**config.mk**
```make
export PLATFORM = sky130hd
export DESIGN_NAME = hazard_stall_ctrl
export DESIGN_NICKNAME = d
export VERILOG_FILES = /design/src/rtl/hazard_stall_ctrl.sv
export SDC_FILE = /design/constraint.sdc
export NUM_CORES = 1
export LEC_CHECK = 0
export ABC_AREA = 1
export BUFFER_PORTS_ARGS = -buffer_cell sky130_fd_sc_hd__buf_2
export CORE_MARGIN = 1.5
export CORE_UTILIZATION = 31
export CTS_BUF_LIST = sky130_fd_sc_hd__clkbuf_4 sky130_fd_sc_hd__clkbuf_8
export CTS_CLUSTER_DIAMETER = 30
export DETAILED_ROUTE_END_ITERATION = 8
export SYNTH_ARGS = -nofsm -noshare
export SYNTH_HDL_FRONTEND = slang
export SYNTH_SLANG_ARGS = --single-unit
```
**constraint.sdc**
```tcl
create_clock -name Clk -period 1.9 [get_ports Clk]
set_input_delay 0.095 -clock Clk [delete_from_list [all_inputs] [get_ports Clk]]
set_output_delay 0.095 -clock Clk [all_outputs]
set_load 0.02 [all_outputs]
```
**src/rtl/hazard_stall_ctrl.sv**
```systemverilog
// Front-end hazard controller: load-use stalls, multi-cycle multiply stalls,
// branch flushes of IF/ID and a saturating stall-cycle counter.
module hazard_stall_ctrl #(
  parameter int MULT_LAT = 4,
  parameter int CNT_W    = 16
) (
  input  logic             Clk,
  input  logic             Rst_n,
  input  logic [4:0]       ID_Rs,
  input  logic [4:0]       ID_Rt,
  input  logic             ID_UsesRt,
  input  logic             ID_IsMult,
  input  logic             EX_MemRead,
  input  logic [4:0]       EX_Rt,
  input  logic             BranchTaken,
  output logic             PC_En,
  output logic             IFID_En,
  output logic             IFID_Flush,
  output logic             IDEX_Bubble,
  output logic [CNT_W-1:0] StallCount
);

  localparam logic [0:0] RUN      = 1'b0;
  localparam logic [0:0] MULSTALL = 1'b1;

  // The issue cycle is not a stall, so the counter starts two below the latency.
  localparam logic [4:0] CNT_LOAD = (MULT_LAT > 1) ? 5'(MULT_LAT - 2) : 5'd0;

  logic [0:0]       state_q, state_d;
  logic [4:0]       cnt_q, cnt_d;
  logic             pend_flush_q, pend_flush_d;
  logic [CNT_W-1:0] stall_count_q, stall_count_d;

  logic load_use;
  logic pc_en, ifid_en, ifid_flush, idex_bubble;

  assign load_use = EX_MemRead && (EX_Rt != 5'd0) &&
                    ((EX_Rt == ID_Rs) || (ID_UsesRt && (EX_Rt == ID_Rt)));

  always_comb begin
    state_d      = state_q;
    cnt_d        = cnt_q;
    pend_flush_d = pend_flush_q;
    pc_en        = 1'b1;
    ifid_en      = 1'b1;
    ifid_flush   = 1'b0;
    idex_bubble  = 1'b0;
    case (state_q)
      RUN: begin
        if (BranchTaken || pend_flush_q) begin
          ifid_flush   = 1'b1;
          pend_flush_d = 1'b0;
        end else if (ID_IsMult && (MULT_LAT > 1)) begin
          cnt_d   = CNT_LOAD;
          state_d = MULSTALL;
        end else if (load_use) begin
          pc_en       = 1'b0;
          ifid_en     = 1'b0;
          idex_bubble = 1'b1;
        end
      end
      MULSTALL: begin
        pc_en       = 1'b0;
        ifid_en     = 1'b0;
        idex_bubble = 1'b1;
        // A branch resolved under the stall is remembered and flushed on return to RUN.
        if (BranchTaken) pend_flush_d = 1'b1;
        if (cnt_q == 5'd0) begin
          state_d = RUN;
        end else begin
          cnt_d = cnt_q - 5'd1;
        end
      end
      default: begin
        state_d = RUN;
        cnt_d   = 5'd0;
      end
    endcase
  end

  always_comb begin
    stall_count_d = stall_count_q;
    if (!pc_en && (stall_count_q != {CNT_W{1'b1}})) begin
      stall_count_d = stall_count_q + CNT_W'(1);
    end
  end

  assign PC_En       = Rst_n & pc_en;
  assign IFID_En     = Rst_n & ifid_en;
  assign IFID_Flush  = Rst_n & ifid_flush;
  assign IDEX_Bubble = ~Rst_n | idex_bubble;
  assign StallCount  = stall_count_q;

  always_ff @(posedge Clk or negedge Rst_n) begin
    if (!Rst_n) begin
      state_q       <= RUN;
      cnt_q         <= 5'd0;
      pend_flush_q  <= 1'b0;
      stall_count_q <= '0;
    end else begin
      state_q       <= state_d;
      cnt_q         <= cnt_d;
      pend_flush_q  <= pend_flush_d;
      stall_count_q <= stall_count_d;
    end
  end

endmodule

```
==> results.py <==
metrics = {
    "critical_path": {
        "r2r_cells": 7,
        "worstPathCellList": "ha_1 > nand3_2 > nor2_4 > nand4_4 > buf_4 > nand3_1 > nand2_1",
        "critPathTopFamily": "simple AND/OR/NAND/NOR gates",
        "r2r_setup_slack_ps": 230,
        "crit_required_ps": 2060,
        "worst-path-buf-inv": 1,
        "crit_arrival_ps": 1820,
        "rr_startpoint": "StallCount[0]",
        "slowest_delay_ps": 430,
        "critPathKind": "register to register",
        "worst_r2r_endpoint": "StallCount[0]",
        "critPathLaunchType": "register",
        "end_kind": "register",
        "slowest_stage": "dfrtp_1",
        "critPathMaxFanout": 6,
    },
    "outcome": {
        "outcome": "completed",
    },
    "synthesis": {
        "synth_seq_cells": 23,
        "synthCells": 235,
        "ys_seq_area_share_pct": 35.6,
        "ys_types": 24,
        "avgSynthCellArea_um2": 6.88,
        "yosys_warnings": 0,
        "synth_area_mm2": 0.00162,
        "synth_fp_nets": 259,
    },
    "clock_network": {
        "cts_made_buffers": 3,
        "root_buffer": "clkbuf_8",
        "htreeDepth": 1,
        "path_clk_slew_ps": 80,
        "clock_latency_ps": 260,
        "cts_tree": "yes",
        "clock_sinks": 23,
        "cts_buffer_depth": 2,
    },
    "drt": {
        "wl_per_cell_um": 10.4,
        "drcViolationCount": 0,
        "drt_iter0_drc": 65,
        "vias": 1534,
        "dr.pass1.iters": 4,
        "drtAntennaViolNets": 0,
        "routed_wirelength_um": 3640,
        "viasPerCell": 4.38,
    },
    "floorplan": {
        "die_x_um": 75.2,
        "pin_count": 41,
        "die_h_um": 75.2,
        "start_util_pct": 31.9,
        "core-area_mm2": 0.00507,
        "num_rows": 26,
        "dieArea_mm2": 0.00566,
    },
    "global_routing": {
        "grt_pass1_vias": 1345,
        "grt_overflow_total": 0,
        "grt_pass1_wl_um": 5870,
        "grt_max_degree": 24,
        "antenna_found_initial": 0,
        "grtUsageTotal_pct": 13.5,
    },
    "timing": {
        "rsz0062_at_grt": "false",
        "setup_viol": 0,
        "finalClockSkew_ps": 1.27,
        "max_freq_mhz": 601,
        "setup_slack_ps": 235,
        "timing.hold.ws_ps": 77.5,
        "setup_tns_ps": 0,
        "tightest_slew_ps": 744,
        "fin_crit_sh_pct": 87.6,
        "post-route-min-period_ps": 1670,
        "slew_viol_final": 0,
        "max-slew-margin-rel_pct": 50.1,
        "final_hold_viol_count": 0,
    },
    "hold_path": {
        "hold_path_end": "pend_flush_q",
        "holdPathStages": 3,
        "hp-start": "BranchTaken",
        "min_path_type": "input port to register",
    },
    "placement": {
        "place_hpwl_um": 2760,
        "dpl.cell_count": 341,
        "port_buffers": 40,
        "dp_slack_ps": 158,
        "routabilityCongestion": 0.821,
    },
    "final_layout": {
        "antennaDiodeCount": 0,
        "syn_to_final_growth_pct": 23.1,
        "fin_cells": 350,
        "final_nets": 305,
        "drive_gt1_share_pct": 21.8,
    },
    "job": {
        "drv_cap": 0,
    },
    "pwr": {
        "cellLeakagePower_nw": 1.10,
        "ir_worst_vdd_v": 0.000561,
        "powerDensity_mw_per_mm2": 964,
        "p_total_w": 0.00192,
    },
}
## per-layer routing
layer	share of wire [%]	global-route usage, %	vias to the layer above	wire length (um)
li1	-	-	821	-
met5	0	0	-	0
met3	4.6	1.87	4	166
met2	42	21.0	42	1520
met1	53	19.1	667	1920
met4	1.2	4.96	0	42
## worst max-delay path by stage
| stage | from | end | slack, ps | depth (start not counted) |
|---|---|---|---|---|
| global placement | StallCount[0] | StallCount[8] | 220 | 7 |
| detailed placement | StallCount[0] | StallCount[14] | 160 | 7 |
| global route | StallCount[0] | StallCount[1] | 70 | 7 |
| finish | StallCount[0] | StallCount[0] | 230 | 7 |
| CTS | StallCount[0] | StallCount[14] | 130 | 7 |
| floorplan | StallCount[0] | StallCount[2] | 240 | 7 |
## registers in the layout, summed over array words and instances, names as in the netlist
signal        flops
cnt_q             5
pend_flush_q      1
state_q           1
StallCount       16
## synthesized netlist by cell type
cell      number  area, um^2
nor3_1         8        40.0
nand2_4        2        22.5
clkbuf_1       1        3.75
nor3_2         2        20.0
dfrtp_1       23         576
a31oi_1        1        6.26
xor2_1        12         105
or2_2          1        6.26
o21ai_0        5        25.0
nor2_4         1        11.3
inv_1         30         113
a21oi_1        1        5.00
nor2_1        20        75.1
xnor2_1        4        35.0
nand4_4        1        21.3
nand4_1        3        18.8
ha_1           3        37.5
inv_2          4        15.0
nand2_1       79         297
nand3_1       29         145
buf_4          1        7.51
buf_6          1        11.3
nand3_2        1        10.0
buf_2          2        10.0
## stage by stage
stage                     util [%]  instance area [um^2]
after floorplan                  -                  1620
after global placement        37.0                  1880
after detailed placement      37.0                  1880
after CTS                     38.2                  1940
after global routing          39.2                  1990
final                         39.2                  1990
## cell families after synthesis
logic type                 Yosys count  synth area share [%]
and+or+nand+nor                    147                  41.3
adders and majority gates            3                  2.32
buffers and inverters               39                  9.91
DFF                                 23                  35.6
xor gates and xnor gates            16                  8.67
AOI/OAI and AO/OA                    7                  2.24
## tightest hold or removal path: cells and delay by family
| kind | cells | cell delay, ps |
|---|---|---|
| AND/OR/NAND/NOR | 2 | 120 |
| buffers and inverters | 1 | 90 |
## layout make-up
class,instances,area (um^2)
sequential,23,576
fill,544,3090
inverter,34,128
tap,70,87.6
multi-input combinational,173,890
clock buffer,4,48.8
timing repair buffer,46,260
## cell usage in the layout, fill, tap and decap left out, drive strengths merged
| cell | Yosys | final |
|---|---|---|
| nand2 | 81 | 81 |
| buf | 4 | 45 |
| inv | 34 | 34 |
| nand3 | 30 | 30 |
| dfrtp | 23 | 23 |
| nor2 | 21 | 21 |
| xor2 | 12 | 12 |
| nor3 | 10 | 10 |
| o21ai | 5 | 5 |
| xnor2 | 4 | 4 |
| nand4 | 4 | 4 |
| clkbuf | 1 | 4 |
| ha | 3 | 3 |
| a21oi | 1 | 1 |
| a31oi | 1 | 1 |
| or2 | 1 | 1 |
| dlygate4sd3 | 0 | 1 |
## where the power goes
group	internal, W	total (W)	switching, W
sequential	0.000610	0.000732	0.000122
clock	0.000164	0.000319	0.000155
combinational	0.000302	0.000867	0.000565
## what timing repair did
action	CTS	global route
setup endpoints to repair	0	16
hold buffers	1	0
resized for setup	0	1
setup buffers	0	4
endpoints found under the hold margin	23	0
(Power assumes the default switching activity.)
